<file path="src/rtl/mdu_pkg.sv">
// Shared encodings and helpers for the iterative multiply/divide unit.
// Optional build macro MDU_MADD_EN enables the MADD/MADDU opcodes in iter_mul_div.
package mdu_pkg;

  localparam int unsigned OP_W = 3;

  localparam logic [OP_W-1:0] OP_MULT  = 3'b000;
  localparam logic [OP_W-1:0] OP_MULTU = 3'b001;
  localparam logic [OP_W-1:0] OP_DIV   = 3'b010;
  localparam logic [OP_W-1:0] OP_DIVU  = 3'b011;
  localparam logic [OP_W-1:0] OP_MADD  = 3'b100;
  localparam logic [OP_W-1:0] OP_MADDU = 3'b101;

  typedef enum logic [1:0] {
    ST_IDLE = 2'd0,
    ST_RUN  = 2'd1,
    ST_FIX  = 2'd2
  } state_t;

  function automatic logic is_signed(input logic [OP_W-1:0] op);
    return (op == OP_MULT) || (op == OP_DIV) || (op == OP_MADD);
  endfunction

  function automatic logic is_div(input logic [OP_W-1:0] op);
    return (op == OP_DIV) || (op == OP_DIVU);
  endfunction

  function automatic logic is_madd(input logic [OP_W-1:0] op);
    return (op == OP_MADD) || (op == OP_MADDU);
  endfunction

endpackage

</file>
<file path="src/rtl/mdu_sign_fix.sv">
// Two's-complement sign correction: passes a magnitude through or negates it.
// Also used in reverse to take the magnitude of a negative operand.
module mdu_sign_fix #(
  parameter int unsigned N = 32
) (
  input  logic [N-1:0] mag,
  input  logic         neg,
  output logic [N-1:0] val_c
);

  assign val_c = neg ? ((~mag) + N'(1)) : mag;

endmodule

</file>
<file path="src/rtl/iter_mul_div.sv">
// Multi-cycle radix-2 multiply/divide unit with architectural HI/LO registers.
// Build macro MDU_MADD_EN: enables MADD/MADDU accumulate into {hi,lo}; otherwise those ops are illegal.
module iter_mul_div
  import mdu_pkg::*;
#(
  parameter int unsigned WIDTH = 32
) (
  input  logic             clk,
  input  logic             rst,
  input  logic             start,
  input  logic [2:0]       op,
  input  logic [WIDTH-1:0] a,
  input  logic [WIDTH-1:0] b,
  input  logic             flush,
  output logic             busy,
  output logic             done,
  output logic [WIDTH-1:0] hi,
  output logic [WIDTH-1:0] lo
);

  localparam int unsigned CNT_W = $clog2(WIDTH) + 1;
  localparam int unsigned W2    = 2 * WIDTH;

  state_t           state;
  logic [2:0]       op_q;
  logic             sa_q;
  logic             sb_q;
  logic             dz_q;
  logic [WIDTH-1:0] ma_q;
  logic [WIDTH-1:0] mb_q;
  logic [W2-1:0]    acc_q;
  logic [CNT_W-1:0] cnt_q;

  logic             op_legal_c;
  logic             sa_in_c;
  logic             sb_in_c;
  logic [WIDTH-1:0] a_mag_c;
  logic [WIDTH-1:0] b_mag_c;
  logic [WIDTH:0]   mul_sum_c;
  logic [WIDTH:0]   div_shift_c;
  logic [WIDTH:0]   div_diff_c;
  logic [W2-1:0]    mul_next_c;
  logic [W2-1:0]    div_next_c;
  logic [W2-1:0]    prod_c;
  logic [WIDTH-1:0] quot_c;
  logic [WIDTH-1:0] rem_c;

`ifdef MDU_MADD_EN
  assign op_legal_c = (op <= OP_MADDU);
`else
  assign op_legal_c = (op <= OP_DIVU);
`endif

  assign sa_in_c = is_signed(op) & a[WIDTH-1];
  assign sb_in_c = is_signed(op) & b[WIDTH-1];

  // Operand magnitudes taken at the input boundary
  mdu_sign_fix #(.N(WIDTH)) u_mag_a (.mag(a), .neg(sa_in_c), .val_c(a_mag_c));
  mdu_sign_fix #(.N(WIDTH)) u_mag_b (.mag(b), .neg(sb_in_c), .val_c(b_mag_c));

  // Shift-add step: accumulator upper half gains the multiplicand when the current multiplier bit is set
  assign mul_sum_c  = {1'b0, acc_q[W2-1:WIDTH]} + {1'b0, (acc_q[0] ? ma_q : {WIDTH{1'b0}})};
  assign mul_next_c = {mul_sum_c, acc_q[WIDTH-1:1]};

  // Restoring step: upper half is the partial remainder, lower half shifts dividend out and quotient in
  assign div_shift_c = {acc_q[W2-1:WIDTH], acc_q[WIDTH-1]};
  assign div_diff_c  = div_shift_c - {1'b0, mb_q};
  assign div_next_c  = div_diff_c[WIDTH]
                     ? {div_shift_c[WIDTH-1:0], acc_q[WIDTH-2:0], 1'b0}
                     : {div_diff_c[WIDTH-1:0],  acc_q[WIDTH-2:0], 1'b1};

  mdu_sign_fix #(.N(W2))    u_fix_prod (.mag(acc_q),              .neg(sa_q ^ sb_q), .val_c(prod_c));
  mdu_sign_fix #(.N(WIDTH)) u_fix_quot (.mag(acc_q[WIDTH-1:0]),   .neg(sa_q ^ sb_q), .val_c(quot_c));
  mdu_sign_fix #(.N(WIDTH)) u_fix_rem  (.mag(acc_q[W2-1:WIDTH]),  .neg(sa_q),        .val_c(rem_c));

  always_ff @(posedge clk) begin
    if (rst) begin
      state <= ST_IDLE;
      op_q  <= OP_MULT;
      sa_q  <= 1'b0;
      sb_q  <= 1'b0;
      dz_q  <= 1'b0;
      ma_q  <= '0;
      mb_q  <= '0;
      acc_q <= '0;
      cnt_q <= '0;
      busy  <= 1'b0;
      done  <= 1'b0;
      hi    <= '0;
      lo    <= '0;
    end else begin
      done <= 1'b0;
      case (state)
        ST_IDLE: begin
          if (start && op_legal_c && !flush) begin
            op_q  <= op;
            sa_q  <= sa_in_c;
            sb_q  <= sb_in_c;
            ma_q  <= a_mag_c;
            mb_q  <= b_mag_c;
            busy  <= 1'b1;
            if (is_div(op) && (b == '0)) begin
              // Divide by zero bypasses the iteration; result is preformatted in the accumulator
              dz_q  <= 1'b1;
              acc_q <= {a, {WIDTH{1'b1}}};
              cnt_q <= '0;
              state <= ST_FIX;
            end else begin
              dz_q  <= 1'b0;
              acc_q <= is_div(op) ? {{WIDTH{1'b0}}, a_mag_c} : {{WIDTH{1'b0}}, b_mag_c};
              cnt_q <= CNT_W'(WIDTH);
              state <= ST_RUN;
            end
          end
        end
        ST_RUN: begin
          if (flush) begin
            state <= ST_IDLE;
            busy  <= 1'b0;
            cnt_q <= '0;
          end else begin
            acc_q <= is_div(op_q) ? div_next_c : mul_next_c;
            cnt_q <= cnt_q - CNT_W'(1);
            if (cnt_q == CNT_W'(1)) begin
              state <= ST_FIX;
            end
          end
        end
        ST_FIX: begin
          state <= ST_IDLE;
          busy  <= 1'b0;
          if (!flush) begin
            done <= 1'b1;
            if (dz_q) begin
              hi <= acc_q[W2-1:WIDTH];
              lo <= acc_q[WIDTH-1:0];
            end else if (is_div(op_q)) begin
              hi <= rem_c;
              lo <= quot_c;
`ifdef MDU_MADD_EN
            end else if (is_madd(op_q)) begin
              {hi, lo} <= {hi, lo} + prod_c;
`endif
            end else begin
              {hi, lo} <= prod_c;
            end
          end
        end
        default: begin
          state <= ST_IDLE;
          busy  <= 1'b0;
        end
      endcase
    end
  end

endmodule
</file>
<file path="config.mk">
export PLATFORM = sky130hd
export DESIGN_NAME = iter_mul_div
export DESIGN_NICKNAME = d
export VERILOG_FILES = /design/src/rtl/mdu_pkg.sv /design/src/rtl/mdu_sign_fix.sv /design/src/rtl/iter_mul_div.sv
export SDC_FILE = /design/constraint.sdc
export NUM_CORES = 1
export LEC_CHECK = 0
export CAP_MARGIN = 40
export CORE_ASPECT_RATIO = 1.1
export CORE_MARGIN = 5
export CORE_UTILIZATION = 50
export DETAILED_ROUTE_END_ITERATION = 16
export PLACE_DENSITY = 0.86
export SKIP_CTS_REPAIR_TIMING = 1
export SLEW_MARGIN = 40
export SYNTH_ARGS = -nofsm -noshare
export SYNTH_HDL_FRONTEND = slang
export SYNTH_SLANG_ARGS = --single-unit
</file>
<file path="constraint.sdc">
create_clock -name clk -period 3.57 [get_ports clk]
set_input_delay 0.714 -clock clk [delete_from_list [all_inputs] [get_ports clk]]
set_output_delay 0.714 -clock clk [all_outputs]
set_load 0.01 [all_outputs]
</file>
==> results of run 1 <==
==> logic make-up (layout without fill, tap and decap cells) <==
family / count (synthesis) / after routing / synth area share
compound gates: 646 / 646 / 0.266
mux: 38 / 38 / 0.0256
buf+inv: 194 / 460 / 0.0524
xor+xnor: 164 / 164 / 0.0949
flops: 207 / 207 / 0.270
fa+ha+maj: 72 / 72 / 0.0598
simple gates: 750 / 750 / 0.231
==> where the power goes <==
| group | leakage, uW | switching, uW | total [uW] | internal, uW |
|---|---|---|---|---|
| clock network | 0.000391 | 1060 | 2530 | 1470 |
| logic | 0.00559 | 1520 | 2650 | 1130 |
| registers | 0.00168 | 87.7 | 2500 | 2410 |
==> cell usage after synthesis, drive strengths merged, types with 5 or more instances <==
cell      n  area, um2
a211oi  114        856
a21o     26        195
a21oi   208       1040
a221oi   14        123
a22o     11       96.3
a311oi   23        201
a31oi    37        231
and2     48        300
and3     15       93.8
buf      27        154
clkbuf  102        393
dfxtp   207       4140
ha       70        876
inv      63        236
mux2     10        113
mux2i    28        280
nand2   217        815
nand2b   17        106
nand3    29        170
nand4     9       56.3
nor2    261        980
nor2b    12       75.1
nor3     55        287
nor4     23        178
o211ai    8       60.1
o21a      5       37.5
o21ai   128        656
o21bai   11       82.6
o22ai     8       50.1
o31ai    16        120
or2       5       31.3
or3      29        186
or4      12       97.6
xnor2   100        876
xor2     64        579
==> flip-flops by register name, indices dropped and copies added, names as in the netlist <==
| name | cells |
|---|---|
| ma_q | 32 |
| sb_q | 1 |
| busy | 1 |
| mb_q | 32 |
| done | 1 |
| cnt_q | 6 |
| state | 2 |
| acc_q | 64 |
| sa_q | 1 |
| hi | 32 |
| op_q | 2 |
| lo | 32 |
| dz_q | 1 |
==> worst max-delay path: stages, from the launching register on <==
cell,delay [ns]
dfxtp_2,0.34
inv_2,0.05
ha_4,0.15
fa_2,0.36
nand2b_4,0.15
a21o_1,0.23
a21o_1,0.24
o21a_1,0.23
o21ai_2,0.15
buf_6,0.13
a311o_2,0.22
xor2_4,0.32
buf_8,0.19
buf_4,0.12
mux2i_1,0.20
o21ai_1,0.08
a221o_1,0.31
==> metrics by stage <==
step                setup slack, ns  total power [uW]  setup TNS (ns)  cell area, um2
finish                      -0.0280              7680         -0.0280           19400
global route                 -0.122              7970          -0.381           19400
CTS                         -0.0714              7470          -0.280           19100
detailed placement           -0.158              4960           -2.22           18300
global placement             -0.111              4940          -0.737           18300
floorplan                    0.0313              4020               0           15300
==> area by class of cell <==
| cell class | instances | area [um2] | share of cell area |
|---|---|---|---|
| Multi-Input combinational cell | 1670 | 10500 | 0.545 |
| Sequential cell | 207 | 4150 | 0.214 |
| Timing Repair Buffer | 355 | 3110 | 0.161 |
| Clock buffer | 31 | 667 | 0.0344 |
| Tap cell | 414 | 518 | 0.0268 |
| Inverter | 63 | 236 | 0.0122 |
| Clock inverter | 11 | 130 | 0.00672 |
==> worst paths after layout <==
check | start | to | slack, ns | depth (start not counted)
worst max-delay path | acc_q[31] | acc_q[53] | -0.03 | 16
worst min-delay path | ma_q[0] | ma_q[0] | 0.46 | 2
worst max register to register | acc_q[31] | acc_q[53] | -0.03 | 16
worst min register to register | ma_q[0] | ma_q[0] | 0.46 | 2
==> routing by layer <==
metal,track usage,vias to the layer above,share of wire
li1,-,7948,-
met1,0.440,7971,0.39
met3,0.0661,215,0.11
met4,0.163,2,0.061
met2,0.530,1008,0.44
met5,0,-,0.00021
==> summary.txt, run 1 <==
STA
  • Worst-Margin Slew: 0.862 ns
  • Final worst setup slack: -0.0280 ns
  • Clock skew: 0.0197 ns
  • Final hold slack: 0.463 ns
  • Post-route clock period utilization: 1.01
  • Fin. Hold Viols: 0
  • Min cycle time layout: 3.60 ns
  • Final setup fails: 1
  • Max-slew violation count: 0
  • F_max: 278 MHz
  • RSZ-0062 raised after global routing: yes
  • Slew margin rel.: 0.423

Clock network
  • Clk slew on worst S/H paths: 0.06 ns
  • # clock sinks: 207
  • CTS buffer count: 24
  • Clock latency on the worst-skew pair: 0.54 ns
  • Bufs on Longest Clock Path: 3
  • H-Tree Depth: 1
  • Root Driver: clkbuf_16
  • TritonCTS clock tree: yes

Power
  • VDD IR max: 0.000320 V
  • Pwr/cell area: 397 nW/um2
  • P_leak: 0.00767 uW

Job
  • Max-capacitance violation count: 0

Cells and area
  • Final cell count without fillers: 2,751
  • Commonest non-fill, non-tap cell in the layout: nor2_1
  • Layout cells sized above 1: 0.139
  • ANT cells: 0
  • # fillers: 2,719
  • Util after Layout: 0.638
  • Synth-to-Final Area Change: 26.3%
  • Nets: 2,464
  • Most frequent cells in the layout: nor2_1 (260), nand2_1 (215), buf_4 (208)

Global routing
  • Gr ovfl total: 0
  • First-pass GRT wire length: 92,000 um
  • Largest net degree at the start of global routing: 75
  • Antenna violations before repair: 1
  • Vias in the first global route: 16.3k
  • All-Layer GR Usage: 0.336

Logic synthesis
  • Sequential area share after synthesis: 0.270
  • Synth Register Bits: 207
  • Syn Area/Cell: 7.40 um2
  • Post-Synthesis Cells: 2,071
  • Post-synth EDFFs: 0
  • Library cells used by synthesis: 80
  • Post-Syn Nets: 2,214
  • Synth warn: 0
  • Cell Area, Synth: 15,300 um2
  • FFs w/ async S/R, synth: 0
  • Ys flop type: dfxtp_1

Routing
  • Drt drc: 0
  • Drt total wl: 60,800 um
  • Drt first pass iters: 5
  • Routed vias/inst: 6.23
  • ANT nets after route: 0
  • Vias: 17.1k
  • DR WL/cell: 22.1 um
  • Initial DRC count: 1,776

Setup path
  • CP Class: register to register
  • Crit end category: register
  • Worst Path Arrival: 4.03 ns
  • Worst-path maximum fanout: 5
  • CP required: 4.00 ns
  • Setup crit start kind: register

Floorplanning
  • Initial core utilization: 0.505
  • Row count: 67
  • Die area: 34,300 um2
  • Die width: 177 um
  • # IOs: 137
  • Chip height: 194 um
  • Core area: 30,300 um2

Placement
  • HPWL after DPL: 46,600 um
  • GPL Wtd Cong: 1.07
  • Inst Count DP: 2,698
  • Port bufs: 136

Outcome
  • Violated checks: setup timing
  • Status: finished with violations

Worst hold path
  • Class of the worst hold path: register to register
Power figures use the tool's default switching activity.
==> run 2: changes to the inputs <==
--- a/config.mk
+++ b/config.mk
@@ -5,9 +5,9 @@
 export SDC_FILE = /design/constraint.sdc
 export NUM_CORES = 1
 export LEC_CHECK = 0
-export CAP_MARGIN = 40
+export CAP_MARGIN = 15
 export CORE_ASPECT_RATIO = 1.1
-export CORE_MARGIN = 5
+export CORE_MARGIN = 1.5
 export CORE_UTILIZATION = 50
 export DETAILED_ROUTE_END_ITERATION = 16
 export PLACE_DENSITY = 0.86
==> summary.txt, run 2 (synthesis gave the netlist of run 1 again) <==
Floorplanning
  • Initial core utilization: 0.505 (unchanged)
  • Core area: 30,300 um2 (unchanged)
  • Die area: 31,700 um2 (was 34,300 um2)
  • # IOs: 137 (unchanged)
  • Die width: 170 um (was 177 um)
  • Row count: 67 (unchanged)
  • Chip height: 187 um (was 194 um)

Power
  • Net Switching: 2640 uW (was 2670 uW)
  • Power, Total: 7590 uW (was 7680 uW)
  • VDD IR max: 0.000362 V (was 0.000320 V)
  • Combinational share of power: 0.339 (was 0.345)
  • Internal Pwr Total: 4950 uW (was 5000 uW)
  • Pwr/cell area: 395 nW/um2 (was 397 nW/um2)
  • Clock Power Share: 0.333 (was 0.329)
  • Net Sw Frac: 0.347 (was 0.348)
  • P_leak: 0.00762 uW (was 0.00767 uW)
  • Sequential Power Share: 0.329 (was 0.325)

Global routing
  • All-Layer GR Usage: 0.376 (was 0.336)
  • Antenna violations before repair: 1 (unchanged)
  • Largest net degree at the start of global routing: 70 (was 75)
  • Gr ovfl total: 0 (unchanged)
  • First-pass GRT wire length: 92,200 um (was 92,000 um)
  • Vias in the first global route: 16.0k (was 16.3k)

Clock network
  • # clock sinks: 207 (unchanged)
  • CTS buffer count: 24 (unchanged)
  • Bufs on Longest Clock Path: 3 (unchanged)
  • Root Driver: clkbuf_16 (unchanged)
  • Clk slew on worst S/H paths: 0.06 ns (about the same)
  • H-Tree Depth: 1 (unchanged)
  • Clock latency on the worst-skew pair: 0.55 ns (was 0.54 ns)
  • TritonCTS clock tree: yes (unchanged)

STA
  • Clock skew: 0.0324 ns (was 0.0197 ns)
  • F_max: 284 MHz (was 278 MHz)
  • Slew margin rel.: 0.426 (was 0.423)
  • Min cycle time layout: 3.52 ns (was 3.60 ns)
  • Max-slew violation count: 0 (unchanged)
  • Post-route clock period utilization: 0.985 (was 1.01)
  • RSZ-0062 raised after global routing: no (was yes)
  • Worst-Margin Slew: 0.860 ns (was 0.862 ns)
  • Setup TNS Final: 0 ns (was -0.0280 ns)
  • Fin. Hold Viols: 0 (unchanged)
  • Final setup fails: 0 (was 1)

Worst hold path
  • Class of the worst hold path: register to register (unchanged)

Setup path
  • Reg2reg start: acc_q[31] (unchanged)
  • Worst Path Arrival: 3.93 ns (was 4.03 ns)
  • CP Class: register to register (unchanged)
  • Critical Path Sink: acc_q[54] (was acc_q[53])
  • Setup crit start kind: register (unchanged)
  • Critical Path Source: acc_q[31] (unchanged)
  • Worst Reg-to-Reg Cells: 14 (was 16)
  • R2R Setup Slk: 0.05 ns (was -0.03 ns)
  • Crit end category: register (unchanged)
  • CP required: 3.98 ns (was 4.00 ns)
  • Worst-path maximum fanout: 8 (was 5)
  • RR Endpoint: acc_q[54] (was acc_q[53])

Cells and area
  • Synth-to-Final Area Change: 25.3% (was 26.3%)
  • Commonest non-fill, non-tap cell in the layout: nor2_1 (unchanged)
  • Most frequent cells in the layout: nor2_1 (258), nand2_1 (217), buf_4 (209) (was nor2_1 (260), nand2_1 (215), buf_4 (208))
  • Register with the most flip-flops: acc_q (unchanged)
  • Largest register FFs: 64 (unchanged)
  • Layout cells sized above 1: 0.131 (was 0.139)
  • ANT cells: 0 (unchanged)
  • Nets: 2,460 (was 2,464)

Routing
  • Initial DRC count: 1,843 (was 1,776)
  • ANT nets after route: 0 (unchanged)
  • Routed vias/inst: 6.16 (was 6.23)
  • Vias: 16.9k (was 17.1k)
  • DR WL/cell: 22.1 um (about the same)
  • Drt total wl: 60,800 um (about the same)
  • Drt first pass iters: 6 (was 5)
  • Drt drc: 0 (unchanged)

Job
  • Max-capacitance violation count: 0 (unchanged)

Placement
  • GPL Wtd Cong: 1.01 (was 1.07)
  • Port bufs: 136 (unchanged)
  • HPWL after DPL: 47,100 um (was 46,600 um)

Outcome
  • Status: finished clean (was finished with violations)
==> run 2: changes by cell type in the layout (fill, tap and decap cells not counted), sizes merged <==
cell,change
clkinvlp,-1
inv,+1
clkinv,-1
clkbuf,-1
buf,-2
==> run 2: layout make-up <==
class,count,area (um2)
multi-input combinational,1670,10500
fill,2763,11100
timing repair buffer,351,3060
tap,414,518
inverter,63,236
clock buffer,32,671
clock inverter,10,119
sequential,207,4140
==> run 2: through the flow <==
| step | util | hold WS [ns] | setup WS [ns] | area, um2 | instances |
|---|---|---|---|---|---|
| after CTS | 0.631 | 0.459 | -0.0741 | 19100 | 2745 |
| after floorplan | - | 0.432 | 0.0313 | 15300 | 2071 |
| after detailed placement | 0.605 | 0.451 | -0.222 | 18300 | 2703 |
| after global placement | 0.604 | 0.440 | -0.0935 | 18300 | 2703 |
| after global routing | 0.633 | 0.487 | 0.00248 | 19200 | 2747 |
| final | 0.633 | 0.464 | 0.0524 | 19200 | 2747 |
==> run 2: worst min-delay path by stage <==
| stage | start | to | slack [ns] | cells past startpoint |
|---|---|---|---|---|
| floorplan | ma_q[0] | ma_q[0] | 0.43 | 2 |
| global placement | ma_q[2] | ma_q[2] | 0.44 | 2 |
| detailed placement | ma_q[31] | ma_q[31] | 0.45 | 2 |
| CTS | ma_q[31] | ma_q[31] | 0.46 | 2 |
| global route | mb_q[31] | mb_q[31] | 0.49 | 2 |
| finish | ma_q[0] | ma_q[0] | 0.46 | 2 |
==> run 2: critical path: stages, from the launching register on <==
cell	delay, ns
dfxtp_1	0.33
inv_1	0.07
ha_2	0.19
fa_2	0.36
nand2b_4	0.16
a21o_1	0.18
a21o_1	0.21
o21a_1	0.25
o21ai_4	0.24
a311o_2	0.26
xor2_4	0.23
buf_12	0.17
mux2_2	0.33
o22ai_1	0.26
a2111oi_0	0.15
==> run 2: metal layers <==
| metal | share of wire | vias to the layer above | routed length (um) | global-route usage |
|---|---|---|---|---|
| li1 | - | 7929 | - | - |
| met1 | 0.41 | 7960 | 24700 | 0.494 |
| met2 | 0.44 | 885 | 27100 | 0.593 |
| met3 | 0.097 | 153 | 5870 | 0.0681 |
| met4 | 0.054 | 0 | 3260 | 0.177 |
| met5 | 0 | - | 0 | 0 |
==> run 2: power by group through the flow <==
stage	registers (uW)	clock network (uW)	logic [uW]
floorplan	2540	0	1490
global placement	2540	0	2430
detailed placement	2540	0	2450
CTS	2490	2520	2470
global route	2500	2600	2740
finish	2490	2520	2570
==> run 3: changes to the inputs <==
--- a/config.mk
+++ b/config.mk
@@ -6,7 +6,7 @@
 export NUM_CORES = 1
 export LEC_CHECK = 0
 export CAP_MARGIN = 15
-export CORE_ASPECT_RATIO = 1.1
+export CORE_ASPECT_RATIO = 1.4
 export CORE_MARGIN = 1.5
 export CORE_UTILIZATION = 50
 export DETAILED_ROUTE_END_ITERATION = 16
==> summary.txt, run 3 (synthesis gave the netlist of run 1 again) <==
Setup path
  • Critical Path, Cell by Cell: and2_1, ha_1, fa_1, a211oi_1, o211ai_1, nand2_1, o221a_2, o21ai_1, o31ai_1, buf_4, o21ai_1, a311o_1, a221oi_1, nor4_1 (was inv_1, ha_2, fa_2, nand2b_4, a21o_1, a21o_1, o21a_1, o21ai_4, a311o_2, xor2_4, buf_12, mux2_2, o22ai_1, a2111oi_0)
  • CP required: 4.00 ns (was 3.98 ns)
  • Worst Path Arrival: 3.94 ns (was 3.93 ns)
  • Setup crit start kind: register (unchanged)
  • Crit end category: register (unchanged)
  • CP Class: register to register (unchanged)
  • CP most frequent cell: o21ai_1 (was a21o_1)
  • Largest stage delay on the critical path: 0.40 ns (was 0.36 ns)
  • Critical path's slowest cell: fa_1 (was fa_2)
  • Worst-path maximum fanout: 3 (was 8)

Worst hold path
  • Class of the worst hold path: register to register (unchanged)

Global routing
  • Antenna violations before repair: 0 (was 1)
  • First-pass GRT wire length: 93,000 um (was 92,200 um)
  • Vias in the first global route: 16.5k (was 16.0k)
  • All-Layer GR Usage: 0.387 (was 0.376)
  • Gr ovfl total: 0 (unchanged)
  • Largest net degree at the start of global routing: 69 (was 70)

Cells and area
  • Commonest non-fill, non-tap cell in the layout: nor2_1 (unchanged)
  • Final cell count without fillers: 2,697 (was 2,747)
  • Layout cells sized above 1: 0.121 (was 0.131)
  • Synth-to-Final Area Change: 24.0% (was 25.3%)
  • Nets: 2,437 (was 2,460)
  • Register with the most flip-flops: acc_q (unchanged)
  • Util after Layout: 0.633 (about the same)
  • Largest register FFs: 64 (unchanged)
  • ANT cells: 0 (unchanged)
  • Fin area: 19,000 um2 (was 19,200 um2)
  • Most frequent cells in the layout: nor2_1 (259), nand2_1 (217), a21oi_1 (207), dfxtp_1 (207), buf_4 (183) (was nor2_1 (258), nand2_1 (217), buf_4 (209))

Routing
  • Initial DRC count: 1,767 (was 1,843)
  • DR WL/cell: 23.1 um (was 22.1 um)
  • ANT nets after route: 0 (unchanged)
  • Routed vias/inst: 6.39 (was 6.16)
  • Drt first pass iters: 6 (unchanged)
  • Drt drc: 0 (unchanged)
  • Drt total wl: 62,200 um (was 60,800 um)
  • Vias: 17.2k (was 16.9k)

Job
  • Max-capacitance violation count: 0 (unchanged)

STA
  • Fin. Hold Viols: 0 (unchanged)
  • Final hold slack: 0.456 ns (was 0.464 ns)
  • Post-route clock period utilization: 0.985 (about the same)
  • RSZ-0062 raised after global routing: yes (was no)
  • Min cycle time layout: 3.52 ns (about the same)
  • Final setup fails: 0 (unchanged)
  • Clock skew: 0.00858 ns (was 0.0324 ns)
  • Slew margin rel.: 0.474 (was 0.426)
  • Max-slew violation count: 0 (unchanged)
  • F_max: 284 MHz (about the same)
  • Worst-Margin Slew: 0.790 ns (was 0.860 ns)

Floorplanning
  • Initial core utilization: 0.510 (was 0.505)
  • Die area: 31,700 um2 (about the same)
  • Chip height: 210 um (was 187 um)
  • Row count: 75 (was 67)
  • # IOs: 137 (unchanged)
  • Core area: 30,000 um2 (was 30,300 um2)
  • Die width: 151 um (was 170 um)

Placement
  • Inst Count DP: 2,651 (was 2,703)
  • GPL Wtd Cong: 1.04 (was 1.01)
  • Port bufs: 136 (unchanged)
  • Post-DP Area: 18,100 um2 (was 18,300 um2)
  • HPWL after DPL: 47,800 um (was 47,100 um)

Power
  • Power, Total: 7520 uW (was 7590 uW)
  • Pwr/cell area: 395 nW/um2 (about the same)
  • VDD IR max: 0.000327 V (was 0.000362 V)
  • P_leak: 0.00750 uW (was 0.00762 uW)

Outcome
  • Status: finished clean (unchanged)

Clock network
  • # clock sinks: 207 (unchanged)
  • Root Driver: clkbuf_16 (unchanged)
  • CTS buffer count: 24 (unchanged)
  • TritonCTS clock tree: yes (unchanged)
  • Clk slew on worst S/H paths: 0.06 ns (about the same)
  • H-Tree Depth: 1 (unchanged)
  • Bufs on Longest Clock Path: 3 (unchanged)
  • Clock latency on the worst-skew pair: 0.56 ns (was 0.55 ns)
## run 3: path summary, 6_finish.rpt
| kind | start | endpoint | slack (ns) | depth (start not counted) |
|---|---|---|---|---|
| worst min-delay path | mb_q[31] | mb_q[31] | 0.46 | 2 |
| worst min register to register | mb_q[31] | mb_q[31] | 0.46 | 2 |
| worst max-delay path | acc_q[0] | acc_q[63] | 0.05 | 14 |
| worst max register to register | acc_q[0] | acc_q[63] | 0.05 | 14 |
## run 3: metrics by stage
step	setup TNS, ns	setup slack (ns)
after floorplan	0	0.0313
after global placement	-0.263	-0.0625
after detailed placement	-0.737	-0.119
after CTS	0	0.0235
after global routing	-0.282	-0.122
final	0	0.0536
## run 3: metal layers
layer	track usage	routed length (um)	vias to the layer above
met5	0	0	-
met2	0.624	28500	1020
met1	0.445	22500	8039
met4	0.338	6180	0
li1	-	-	7901
met3	0.0522	5110	264
## run 3: layout make-up
| cell class | instances | area (um2) |
|---|---|---|
| Tap cell | 385 | 482 |
| Sequential cell | 207 | 4140 |
| Inverter | 63 | 236 |
| Clock buffer | 37 | 689 |
| Clock inverter | 7 | 105 |
| Multi-Input combinational cell | 1670 | 10500 |
| Timing Repair Buffer | 328 | 2900 |
| Fill cell | 2662 | 11000 |
## run 3: power breakdown
part	switching, uW	leakage, uW	internal (uW)
clock network	1090	0.000379	1480
logic	1430	0.00543	1010
registers	99.0	0.00168	2410
## run 3: critical path: cells and delay by family, from the launching register on
kind / cells / cell delay (ns)
compound gates: 8 / 1.86
fa+ha+maj: 2 / 0.61
buf+inv: 1 / 0.16
flops: 1 / 0.33
simple gates: 3 / 0.44
